`src/rtl/datapath_mode_pkg.sv`:
```
// Shared types for the datapath mode controller: FSM states, mode codes and
// the mode-to-select routing table.
package datapath_mode_pkg;

  typedef enum logic [2:0] {
    ST_IDLE   = 3'd0,
    ST_DRAIN  = 3'd1,
    ST_RESET  = 3'd2,
    ST_SETTLE = 3'd3,
    ST_RUN    = 3'd4
  } state_t;

  localparam logic [2:0] MODE_FULL          = 3'b000;
  localparam logic [2:0] MODE_DIRECT        = 3'b001;
  localparam logic [2:0] MODE_FILTER_NARROW = 3'b010;
  localparam logic [2:0] MODE_FILTER_WIDE   = 3'b011;
  localparam logic [2:0] MODE_DEMOD_IQ      = 3'b100;
  localparam logic [2:0] MODE_DEMOD_IQ_ALT  = 3'b101;
  localparam logic [2:0] MODE_DECIMATE      = 3'b110;
  localparam logic [2:0] MODE_CODER_CORDIC  = 3'b111;

  typedef struct packed {
    logic [2:0] sel1;
    logic [1:0] sel9;
    logic [1:0] sel15;
  } sel_t;

  // SEL1 always mirrors the mode code; only SEL9/SEL15 need per-mode routing.
  function automatic sel_t mode_to_sel(input logic [2:0] mode);
    sel_t s;
    s.sel1  = mode;
    s.sel9  = 2'b00;
    s.sel15 = 2'b00;
    case (mode)
      MODE_FILTER_NARROW: s.sel15 = 2'b01;
      MODE_FILTER_WIDE:   s.sel15 = 2'b10;
      MODE_DEMOD_IQ,
      MODE_DEMOD_IQ_ALT: begin
        s.sel9  = 2'b11;
        s.sel15 = 2'b11;
      end
      MODE_DECIMATE: begin
        s.sel9  = 2'b10;
        s.sel15 = 2'b01;
      end
      default: ;
    endcase
    return s;
  endfunction

  function automatic logic mode_reads_fifo(input logic [2:0] mode);
    return (mode == MODE_FULL) || (mode == MODE_CODER_CORDIC);
  endfunction

endpackage

```
`src/rtl/symbol_read_sched.sv`:
```
// Paces inFIFO read pulses: at most one read per SYMBOL_PERIOD cycles while
// running in a FIFO-consuming mode.
module symbol_read_sched
  import datapath_mode_pkg::*;
#(
  parameter int SYMBOL_PERIOD = 32
) (
  input  logic       inClock,
  input  logic       inReset,
  input  logic       i_run,
  input  logic [2:0] i_mode,
  input  logic       i_fifo_empty,
  input  logic       i_hold,
  output logic       o_read
);

  localparam int GAP_W = (SYMBOL_PERIOD > 1) ? $clog2(SYMBOL_PERIOD) : 1;

  logic [GAP_W-1:0] r_gap;
  logic             w_read;

  assign w_read = i_run && mode_reads_fifo(i_mode) && !i_fifo_empty &&
                  !i_hold && (r_gap == '0);
  assign o_read = w_read;

  // Held at zero outside RUN so the first read can land on the first RUN cycle.
  always_ff @(posedge inClock) begin
    if (!inReset || !i_run) begin
      r_gap <= '0;
    end else if (w_read) begin
      r_gap <= GAP_W'(SYMBOL_PERIOD - 1);
    end else if (r_gap != '0) begin
      r_gap <= r_gap - GAP_W'(1);
    end
  end

endmodule

```
`src/rtl/datapath_mode_ctrl.sv`:
```
// Datapath mode sequencer: drains, resets and settles the datapath around
// every mode switch, then runs the symbol read scheduler.
module datapath_mode_ctrl
  import datapath_mode_pkg::*;
#(
  parameter int RESET_CYCLES  = 5,
  parameter int SETTLE_CYCLES = 2,
  parameter int DRAIN_TIMEOUT = 64,
  parameter int SYMBOL_PERIOD = 32
) (
  input  logic       inClock,
  input  logic       inReset,
  input  logic [2:0] inModeReq,
  input  logic       inModeValid,
  output logic       outModeReady,
  input  logic       inDpBusy,
  input  logic       inFifoEmpty,
  output logic       outFifoReadEnable,
  output logic [2:0] outSEL1,
  output logic [1:0] outSEL9,
  output logic [1:0] outSEL15,
  output logic       outDpReset,
  output logic       outActive,
  output logic [2:0] outMode
);

  // state  | meaning
  // IDLE   | no mode applied yet, datapath held in reset
  // DRAIN  | waiting for datapath idle (or timeout) before a switch
  // RESET  | datapath reset asserted, selects already switched
  // SETTLE | reset released, datapath settling
  // RUN    | mode active, FIFO reads scheduled

  localparam int CNT_MAX =
    (DRAIN_TIMEOUT > RESET_CYCLES)
      ? ((DRAIN_TIMEOUT > SETTLE_CYCLES) ? DRAIN_TIMEOUT : SETTLE_CYCLES)
      : ((RESET_CYCLES > SETTLE_CYCLES) ? RESET_CYCLES : SETTLE_CYCLES);
  localparam int CNT_W = (CNT_MAX > 1) ? $clog2(CNT_MAX) : 1;

  state_t           r_state;
  state_t           w_next_state;
  logic [CNT_W-1:0] r_cnt;
  logic [CNT_W-1:0] w_cnt_next;
  logic [2:0]       r_mode;
  logic [2:0]       w_sel_mode;
  sel_t             r_sel;
  logic             w_ready;
  logic             w_accept;
  logic             w_reset_entry;

  assign w_ready  = (r_state == ST_IDLE) || (r_state == ST_RUN);
  assign w_accept = inModeValid && w_ready;

  always_comb begin
    w_next_state = r_state;
    w_cnt_next   = r_cnt;
    case (r_state)
      ST_IDLE: begin
        if (w_accept) begin
          w_next_state = ST_RESET;
          w_cnt_next   = CNT_W'(RESET_CYCLES - 1);
        end
      end
      ST_RUN: begin
        if (w_accept) begin
          w_next_state = ST_DRAIN;
          w_cnt_next   = CNT_W'(DRAIN_TIMEOUT - 1);
        end
      end
      ST_DRAIN: begin
        if (!inDpBusy || (r_cnt == '0)) begin
          w_next_state = ST_RESET;
          w_cnt_next   = CNT_W'(RESET_CYCLES - 1);
        end else begin
          w_cnt_next = r_cnt - CNT_W'(1);
        end
      end
      ST_RESET: begin
        if (r_cnt == '0) begin
          w_next_state = ST_SETTLE;
          w_cnt_next   = CNT_W'(SETTLE_CYCLES - 1);
        end else begin
          w_cnt_next = r_cnt - CNT_W'(1);
        end
      end
      ST_SETTLE: begin
        if (r_cnt == '0) begin
          w_next_state = ST_RUN;
          w_cnt_next   = '0;
        end else begin
          w_cnt_next = r_cnt - CNT_W'(1);
        end
      end
      default: begin
        w_next_state = ST_IDLE;
        w_cnt_next   = '0;
      end
    endcase
  end

  // From IDLE the new mode is latched on the same edge RESET is entered.
  assign w_sel_mode    = (r_state == ST_IDLE) ? inModeReq : r_mode;
  assign w_reset_entry = (w_next_state == ST_RESET) && (r_state != ST_RESET);

  always_ff @(posedge inClock) begin
    if (!inReset) begin
      r_state <= ST_IDLE;
      r_cnt   <= '0;
      r_mode  <= MODE_FULL;
      r_sel   <= '0;
    end else begin
      r_state <= w_next_state;
      r_cnt   <= w_cnt_next;
      if (w_accept) begin
        r_mode <= inModeReq;
      end
      if (w_reset_entry) begin
        r_sel <= mode_to_sel(w_sel_mode);
      end
    end
  end

  symbol_read_sched #(
    .SYMBOL_PERIOD(SYMBOL_PERIOD)
  ) u_read_sched (
    .inClock     (inClock),
    .inReset     (inReset),
    .i_run       (r_state == ST_RUN),
    .i_mode      (r_mode),
    .i_fifo_empty(inFifoEmpty),
    .i_hold      (w_accept),
    .o_read      (outFifoReadEnable)
  );

  assign outModeReady = w_ready;
  assign outDpReset   = (r_state != ST_IDLE) && (r_state != ST_RESET);
  assign outActive    = (r_state == ST_RUN);
  assign outMode      = r_mode;
  assign outSEL1      = r_sel.sel1;
  assign outSEL9      = r_sel.sel9;
  assign outSEL15     = r_sel.sel15;

endmodule

```
`config.mk`:
```
export PLATFORM = sky130hd
export DESIGN_NAME = datapath_mode_ctrl
export DESIGN_NICKNAME = d
export VERILOG_FILES = /design/src/rtl/datapath_mode_pkg.sv /design/src/rtl/symbol_read_sched.sv /design/src/rtl/datapath_mode_ctrl.sv
export SDC_FILE = /design/constraint.sdc
export NUM_CORES = 1
export LEC_CHECK = 0
export CAP_MARGIN = 40
export CORE_MARGIN = 10
export CORE_UTILIZATION = 48
export DETAILED_ROUTE_END_ITERATION = 7
export PLACE_DENSITY_LB_ADDON = 0.1
export SLEW_MARGIN = 20
export SYNTH_ARGS = -nofsm -noshare
export SYNTH_HDL_FRONTEND = slang
export SYNTH_SLANG_ARGS = --single-unit
```
`constraint.sdc`:
```
create_clock -name inClock -period 1.67 [get_ports inClock]
set_input_delay 0.334 -clock inClock [delete_from_list [all_inputs] [get_ports inClock]]
set_output_delay 0.334 -clock inClock [all_outputs]
set_load 0.05 [all_outputs]
```
==> flow_summary.yaml, run 1 <==
power:
  power-per-cell-area_nw_per_um2: 1650
  power.share.switching_pct: 45.8
  power_switching_uw: 1510
  vdd_ir_drop_max_v: 0.00125
  combPwrFrac_pct: 65.5
  power.leakage_uw: 0.000819
  intPower_uw: 1790
  finalPower_uw: 3300
  p_seq_share_pct: 25.1
  p_clk_share_pct: 9.4
synthesis:
  synth_seq_cells: 24
  synthDistinctLibCells: 46
  synth_nets: 175
  syn-instance-count: 164
  synth_flop_cell: "dfxtp_1"
  yosysWarnings: 0
  syn-mean-instance-area_um2: 8.55
  async_reset_ff_share_pct: 0
  synth-edff-count: 0
  ys_seq_area_share_pct: 34.3
  syn_area_um2: 1400
critical_path:
  worstPathRequired_ns: 1.34
  path_max_fanout: 2
  crit_type: "reg2out"
  r2r_slack_ns: 0.04
  r2r_start: "r_cnt[2]$_SDFFE_PN0P_"
  crit_path_end_kind: "output pin"
  start_kind: "flop"
  cp.arrival_ns: 1.74
  crit_start: "r_state[0]$_SDFF_PN0_"
  reg2reg_depth: 4
  r2r_end: "r_state[2]$_SDFF_PN0_"
  crit_path_end: "outFifoReadEnable"
clock_network:
  cts_tree: "yes"
  cts_htree_levels: 1
  root_buffer: "clkbuf_4"
  clkTransAtPathRegs_ns: 0.14
  cts_max_path_buffers: 2
  clk_latency_ns: 0.31
  numCtsBuffers: 3
  cts_num_sinks: 24
  cts_hold_buf: 0
routing:
  wl_per_cell_um: 16.9
  drt_wl_total_mm: 4.06
  vias: 1447
  drt_iter0_markers: 63
  firstDrtPassIters: 4
  drc_errors: 0
  routed_via_density: 6.03
  antenna_left: 0
placed_design:
  place_congestion: 0.840
  placed_area_um2: 1850
  dp_hpwl_mm: 2.88
  portBuffers: 21
cells_and_area:
  synthToLayoutAreaGrowth_pct: 42.3
  drive_gt1_share_pct: 37.3
  post-route-cell-area_um2: 2000
  fin_nets: 221
  n_antenna_cell: 0
floorplanning:
  die_h_um: 74.1
  core_area_um2: 2780
  io_pins: 22
  start_util_pct: 50.4
  num_rows: 19
  die_w_um: 74.1
  dieArea_um2: 5480
timing:
  finalHoldWorstSlack_ns: 0.483
  fin_ws_ns: -0.402
  setup-violations-final: 2
  rsz0062_at_grt: "yes"
  tightestPinTransition_ns: 0.371
  max_clock_freq_mhz: 483
  relSlewSlack_pct: 75.2
  fin_crit_sh_pct: 124
  fin_worst_skew_ns: 0.00779
  maxSlewViolCount: 0
  finalHoldViolations: 0
  min_period_ns: 2.07
grt:
  grt_usage_pct: 13.9
  grt_pass1_vias: 1390
  grt_pass1_wl_mm: 6.29
  antenna_found_initial: 0
  overflow: 0
  grt_start_max_net_pins: 17
status:
  violations: "negative setup slack"
  status: "finished, violations left"
min_path:
  worst_hold_path_type: "in2reg"
run:
  maxCapViolations: 0
-- layout by cell type, fill, tap and decap left out, types with 2 or more instances in the layout --
cell,count
a211oi_1,4
a21oi_1,13
a21oi_2,2
a221oi_2,2
a311oi_1,2
a32oi_1,2
buf_12,4
buf_4,36
clkbuf_4,3
clkdlybuf4s50_1,6
dfxtp_1,17
dfxtp_2,6
ha_1,3
inv_1,6
mux2i_1,8
nand2_1,7
nand2b_1,5
nand3_1,5
nand4_1,2
nor2_1,6
nor2b_1,2
nor3_1,12
nor3_4,2
nor3b_2,2
nor4_1,3
o211a_1,2
o211ai_1,2
o21ai_0,7
or3_1,2
or3_4,2
or3b_2,2
xnor2_1,3
xor2_1,2
-- worst max-delay path, stage by stage (launching register included) --
cell	delay (ns)
dfxtp_2	0.35
or4b_4	0.55
a211oi_4	0.23
nand2b_4	0.09
clkinvlp_4	0.08
buf_12	0.13
-- synth_stat cells (5+ instances only) --
cell type	count	area share [%]
a211oi_1	5	2.7
a21oi_1	15	5.4
dfxtp_1	24	34
inv_1	7	1.9
mux2i_1	8	5.7
nand2_1	7	1.9
nand2b_1	6	2.7
nand3_1	5	1.8
nor2_1	7	1.9
nor3_1	13	4.6
o21ai_0	7	2.5
-- cell families (layout without fill, tap and decap cells) --
group                    after synthesis  after routing  synth area share [%]
AO/OA/AOI/OAI                         48             49                  24.4
XOR/XNOR                               5              5                  3.12
adder cells (fa/ha/maj)                3              3                  2.68
buffers and inverters                 16             60                  5.08
flip-flops                            24             24                  34.3
multiplexers                           8              8                  5.71
AND/OR/NAND/NOR                       60             60                  24.8
-- timing repair --
| item | CTS | global route |
|---|---|---|
| cloned | 0 | 1 |
| setup endpoints to repair | 3 | 19 |
| setup buffers | 2 | 0 |
| pin swaps | 2 | 6 |
| hold endpoints to repair | 0 | 0 |
| gates resized for setup | 4 | 18 |
-- flip-flops by register name, summed over array words and instances (netlist names) --
| signal | cells |
|---|---|
| outMode | 3 |
| outSEL9 | 2 |
| outSEL15 | 2 |
| r_state | 3 |
| u_read_sched.r_gap | 5 |
| outSEL1 | 3 |
| r_cnt | 6 |
-- per-layer routing --
| layer | up-vias | part of all wire [%] | track usage [%] |
|---|---|---|---|
| li1 | 711 | - | - |
| met3 | 6 | 3.0 | 2.39 |
| met2 | 27 | 55 | 25.7 |
| met4 | 0 | 1.4 | 4.14 |
| met1 | 703 | 41 | 15.8 |
| met5 | - | 0 | 0 |
-- worst min path at each step --
| stage | end | depth (start not counted) | slack [ns] | startpoint |
|---|---|---|---|---|
| 3_3_place_gp | outSEL15[1]$_SDFFE_PN0P_ | 2 | 0.47 | outSEL15[1]$_SDFFE_PN0P_ |
| 4_1_cts | r_state[2]$_SDFF_PN0_ | 3 | 0.48 | inModeValid |
| 3_5_place_dp | u_read_sched.r_gap[4]$_SDFFE_PP0P_ | 2 | 0.49 | u_read_sched.r_gap[4]$_SDFFE_PP0P_ |
| 6_report | r_state[2]$_SDFF_PN0_ | 3 | 0.48 | inModeValid |
| 5_1_grt | r_state[2]$_SDFF_PN0_ | 3 | 0.49 | inModeValid |
| 2_1_floorplan | r_cnt[5]$_SDFFE_PN0P_ | 2 | 0.45 | inModeValid |
-- power groups by stage --
stage / logic (uW) / registers, uW / clock network (uW)
after floorplan: 1050 / 1050 / 0
after global placement: 1910 / 803 / 0
after detailed placement: 1940 / 815 / 0
after CTS: 1960 / 802 / 318
after global routing: 2310 / 848 / 334
final: 2160 / 827 / 311
-- metrics by stage --
| stage | worst slack [ns] | std cells | utilization [%] | setup TNS [ns] |
|---|---|---|---|---|
| after floorplan | -0.122 | 164 | - | -0.122 |
| after global placement | -0.483 | 234 | 66.5 | -4.63 |
| after detailed placement | -0.533 | 234 | 66.5 | -5.51 |
| after CTS | -0.483 | 240 | 68.7 | -0.483 |
| after global routing | -0.447 | 240 | 71.7 | -0.616 |
| final | -0.402 | 240 | 71.7 | -0.418 |
-- area by class of cell --
class                   count  area, um^2
fillers                   227         786
multi-input cells         125         961
flip-flops and latches     24         492
well taps                  31        38.8
repair buffers             48         434
inverters                   8        33.8
clock buffers               4        36.3
No activity file was read; power rests on OpenSTA's default activity.
==> run 2, diff against run 1 <==
--- a/config.mk
+++ b/config.mk
@@ -7,9 +7,10 @@
 export LEC_CHECK = 0
 export CAP_MARGIN = 40
 export CORE_MARGIN = 10
-export CORE_UTILIZATION = 48
+export CORE_UTILIZATION = 31
 export DETAILED_ROUTE_END_ITERATION = 7
 export PLACE_DENSITY_LB_ADDON = 0.1
+export SKIP_CTS_REPAIR_TIMING = 1
 export SLEW_MARGIN = 20
 export SYNTH_ARGS = -nofsm -noshare
 export SYNTH_HDL_FRONTEND = slang
==> flow_summary.yaml, run 2 (synthesized netlist as in run 1, its figures left out) <==
clock_network:
  root_buffer: "clkbuf_8"
  cts_htree_levels: 1
  clkTransAtPathRegs_ns: 0.08
  clk_latency_ns: 0.27
  cts_max_path_buffers: 2
  cts_tree: "yes"
  cts_num_sinks: 24
  numCtsBuffers: 3
grt:
  grt_start_max_net_pins: 16
  gr-usage-met1_pct: 13.7
  grt_pass1_vias: 1381
  overflow: 0
  use_met2_pct: 16.4
  gr-usage-met3_pct: 2.72
  grt.busiest_layer: "met2"
  grt_pass1_wl_mm: 6.64
  antenna_found_initial: 0
  grt_usage_pct: 10.6
timing:
  fin_worst_skew_ns: 0.00694
  rsz0062_at_grt: "yes"
  maxSlewViolCount: 0
  finalHoldWorstSlack_ns: 0.418
  final.setup.tns_ns: -0.396
  setup-violations-final: 1
  fin_crit_sh_pct: 124
  relSlewSlack_pct: 77.3
  finalHoldViolations: 0
  fin_ws_ns: -0.396
  tightestPinTransition_ns: 0.340
  max_clock_freq_mhz: 484
  min_period_ns: 2.07
power:
  vdd_ir_drop_max_v: 0.000991
  finalPower_uw: 3340
  power.leakage_uw: 0.000819
  power-per-cell-area_nw_per_um2: 1650
routing:
  drt_wl_total_mm: 4.03
  drc_errors: 0
  wl_per_cell_um: 15.5
  drt_iter0_markers: 53
  firstDrtPassIters: 4
  antenna_left: 0
  vias: 1423
  routed_via_density: 5.45
cells_and_area:
  mostFrequentLayoutCells: "buf_4 (36), dfxtp_1 (17), a21oi_1 (12), nor3_1 (12), mux2i_1 (8)"
  post-route-cell-area_um2: 2020
  largest_register: "r_cnt"
  fillCellCount: 431
  stdcell_count: 261
  fin_nets: 221
  final_common_cell: "buf_4"
  n_antenna_cell: 0
  drive_gt1_share_pct: 36.8
  reg_top3: "r_cnt: 6 flops, u_read_sched.r_gap: 5 flops"
  synthToLayoutAreaGrowth_pct: 43.8
  largest_reg_flops: 6
status:
  violations: "negative setup slack"
  status: "finished, violations left"
min_path:
  worst_hold_path_type: "in2reg"
  whs_path_depth: 3
  min_to: "r_state[2]$_SDFF_PN0_"
  min-delay-start: "inModeValid"
critical_path:
  crit_path_end_kind: "output pin"
  r2r_start: "r_cnt[0]$_SDFFE_PN0P_"
  path_max_fanout: 2
  crit_type: "reg2out"
  cp.arrival_ns: 1.73
  reg2reg_depth: 6
  start_kind: "flop"
  r2r_slack_ns: 0.06
  worstPathRequired_ns: 1.34
  r2r_end: "outSEL1[1]$_SDFFE_PN0P_"
placed_design:
  portBuffers: 21
  dp_hpwl_mm: 3.03
  placedCellCount: 255
  place_congestion: 0.799
  placed_area_um2: 1880
floorplanning:
  num_rows: 24
  core_area_um2: 4350
  dieArea_um2: 7620
  die_w_um: 87.3
  io_pins: 22
  die_h_um: 87.3
  start_util_pct: 32.2
run:
  maxCapViolations: 0
-- run 2: changes by cell type in the layout (fill, tap and decap cells not counted), sizes merged --
cell / before / now
dlymetal6s2s: 0 / 1
dlygate4sd2: 1 / 0
-- run 2: critical path, stage by stage (launching register included) --
cell	delay, ns
dfxtp_2	0.33
or4b_4	0.54
a211oi_4	0.24
nand2b_1	0.13
clkinvlp_4	0.10
buf_12	0.13
-- run 2: final cells by class --
| type | count | area (um^2) | area share [%] |
|---|---|---|---|
| Multi-Input combinational cell | 125 | 937 | 46.5 |
| Inverter | 8 | 33.8 | 1.67 |
| Clock buffer | 4 | 55.1 | 2.73 |
| Timing Repair Buffer | 48 | 434 | 21.5 |
| Tap cell | 52 | 65.1 | 3.23 |
| Sequential cell | 24 | 492 | 24.4 |
-- run 2: metal layers --
layer  share of wire [%]  vias to the layer above
met2                  47                       19
met5                   0                        -
met3                 4.4                        5
met1                  47                      683
li1                    -                      716
met4                 1.3                        0
-- run 2: metrics by stage --
stage | setup WS [ns] | utilization [%]
5_1_grt | -0.453 | 46.3
3_5_place_dp | -0.508 | 43.1
6_report | -0.396 | 46.3
2_1_floorplan | -0.122 | -
3_3_place_gp | -0.470 | 43.1
4_1_cts | -0.510 | 44.4
-- run 2: power breakdown --
group / total (uW) / switching, uW / internal (uW)
clock network: 407 / 196 / 211
logic: 2110 / 1190 / 928
registers: 817 / 108 / 710
-- run 2: how the worst max path moves through the flow --
stage                              to                  start
floorplan           outFifoReadEnable  r_state[0]$_SDFF_PN0_
global placement    outFifoReadEnable            inModeValid
detailed placement  outFifoReadEnable            inModeValid
CTS                 outFifoReadEnable            inModeValid
global route        outFifoReadEnable  r_state[1]$_SDFF_PN0_
finish              outFifoReadEnable  r_state[1]$_SDFF_PN0_
==> run 3, diff against run 2 <==
==> constraint.sdc (replaced) <==
create_clock -name inClock -period 2.4 [get_ports inClock]
set_input_delay 0.48 -clock inClock [delete_from_list [all_inputs] [get_ports inClock]]
set_output_delay 0.48 -clock inClock [all_outputs]
set_load 0.05 [all_outputs]
==> flow_summary.yaml, run 3 (synthesized netlist as in run 1, its figures left out) <==
cells_and_area:
  regArea_um2: 480
  final_util_pct: 40.0
  largest_reg_flops: 6
  mostFrequentLayoutCells: "dfxtp_1 (24), clkdlybuf4s50_1 (16), a21oi_1 (15), nor3_1 (13), buf_4 (11)"
  synthToLayoutAreaGrowth_pct: 24.3
  fillCellCount: 434
  reg_top3: "r_cnt: 6 flops, u_read_sched.r_gap: 5 flops"
  drive_gt1_share_pct: 13.3
  final_common_cell: "dfxtp_1"
  n_antenna_cell: 0
  fin_nets: 201
  multi_input_area_um2: 851
  largest_register: "r_cnt"
critical_path:
  cp.arrival_ns: 1.75
  start_kind: "flop"
  worstPathRequired_ns: 1.92
  crit_path_end_kind: "output pin"
  path_max_fanout: 6
  path_depth: 7
  crit_slowest_cell: "or3_1"
  critical_path.top_delay_family: "simple AND/OR/NAND/NOR gates"
  cpMostUsedCell: "nand2b_1"
  r2r_start: "r_cnt[0]$_SDFFE_PN0P_"
  crit_path_end: "outFifoReadEnable"
  r2r_end: "outSEL1[0]$_SDFFE_PN0P_"
  r2r_slack_ns: 0.61
  crit_chain: "inv_1 > ha_1 > nand2b_1 > or3_1 > nand2b_1 > inv_2 > buf_12"
  reg2reg_depth: 6
  timing.critical_path.buf_inv: 3
  crit_type: "reg2out"
  critPathMaxStageDelay_ns: 0.40
  crit_start: "u_read_sched.r_gap[0]$_SDFFE_PP0P_"
timing:
  finalHoldViolations: 0
  setup-violations-final: 0
  relSlewSlack_pct: 55.6
  tightestPinTransition_ns: 0.663
  final.setup.tns_ns: 0
  finalHoldWorstSlack_ns: 0.498
  max_clock_freq_mhz: 448
  maxSlewViolCount: 0
  rsz0062_at_grt: "no"
  fin_crit_sh_pct: 92.9
  fin_worst_skew_ns: 0.00378
  min_period_ns: 2.23
power:
  power.leakage_uw: 0.000671
  combPwrFrac_pct: 58.9
  power.share.switching_pct: 46.4
  finalPower_uw: 1970
  p_seq_share_pct: 29.1
  p_clk_share_pct: 12.0
  power-per-cell-area_nw_per_um2: 1130
  power_switching_uw: 915
  vdd_ir_drop_max_v: 0.000444
  intPower_uw: 1060
floorplanning:
  core_area_um2: 4350
  dieArea_um2: 7620
  io_pins: 22
  die_h_um: 87.3
  num_rows: 24
  die_w_um: 87.3
  start_util_pct: 32.2
clock_network:
  cts_max_path_buffers: 2
  cts_num_sinks: 24
  clkTransAtPathRegs_ns: 0.08
  cts_tree: "yes"
  root_buffer: "clkbuf_8"
  cts_htree_levels: 1
  numCtsBuffers: 3
  clk_latency_ns: 0.26
routing:
  firstDrtPassIters: 4
  routed_via_density: 5.43
  drt_iter0_markers: 78
  drc_errors: 0
  vias: 1303
  drt_wl_total_mm: 3.62
  antenna_left: 0
  wl_per_cell_um: 15.1
run:
  maxCapViolations: 0
placed_design:
  portBuffers: 21
  place_congestion: 0.832
  dp_hpwl_mm: 2.75
grt:
  overflow: 0
  antenna_found_initial: 0
  grt_usage_pct: 9.94
  grt_pass1_vias: 1317
  grt_start_max_net_pins: 18
  grt_pass1_wl_mm: 6.22
status:
  status: "finished, final reports clean"
min_path:
  worst_hold_path_type: "reg2reg"
-- run 3: worst min path at each step --
stage | startpoint | to | cells after the start
after floorplan | r_cnt[1]$_SDFFE_PN0P_ | r_cnt[1]$_SDFFE_PN0P_ | 2
after global placement | r_cnt[1]$_SDFFE_PN0P_ | r_cnt[1]$_SDFFE_PN0P_ | 2
after CTS | r_cnt[1]$_SDFFE_PN0P_ | r_cnt[1]$_SDFFE_PN0P_ | 2
after global routing | r_cnt[1]$_SDFFE_PN0P_ | r_cnt[1]$_SDFFE_PN0P_ | 2
final | r_cnt[1]$_SDFFE_PN0P_ | r_cnt[1]$_SDFFE_PN0P_ | 2
after detailed placement | outSEL15[1]$_SDFFE_PN0P_ | outSEL15[1]$_SDFFE_PN0P_ | 2
-- run 3: final cells by class --
| cell class | instances | share of cell area [%] |
|---|---|---|
| Multi-Input combinational cell | 124 | 48.8 |
| Sequential cell | 24 | 27.6 |
| Timing Repair Buffer | 29 | 15.8 |
| Tap cell | 52 | 3.73 |
| Clock buffer | 3 | 2.37 |
| Inverter | 8 | 1.72 |
-- run 3: metal layers --
layer  global-route usage (%)  wire (um)
met1                     12.6       1840
met2                     15.3       1590
met3                     3.18        157
met4                     3.48         23
met5                        0          0
-- run 3: per-stage QoR --
step / area, um^2 / worst slack [ns] / cells
3_5_place_dp: 1700 / -0.0787 / 237
3_3_place_gp: 1700 / -0.0652 / 237
4_1_cts: 1740 / -0.0887 / 240
5_1_grt: 1740 / 0.0678 / 240
2_1_floorplan: 1400 / 0.0180 / 164
6_report: 1740 / 0.170 / 240
-- run 3: power groups by stage --
stage	sequential (uW)	clock, uW	combinational, uW
final	573	236	1160
after global routing	587	266	1270
after CTS	572	247	1170
after detailed placement	580	0	1160
after global placement	577	0	1160
after floorplan	729	0	720
-- run 3: worst reg2reg max path: cells and delay by family, from the launching register on --
family / cells / cell delay (ns)
AND/OR/NAND/NOR: 1 / 0.21
AO/OA/AOI/OAI: 3 / 0.71
buffers and inverters: 1 / 0.09
adder cells (fa/ha/maj): 1 / 0.23
flip-flops: 1 / 0.39
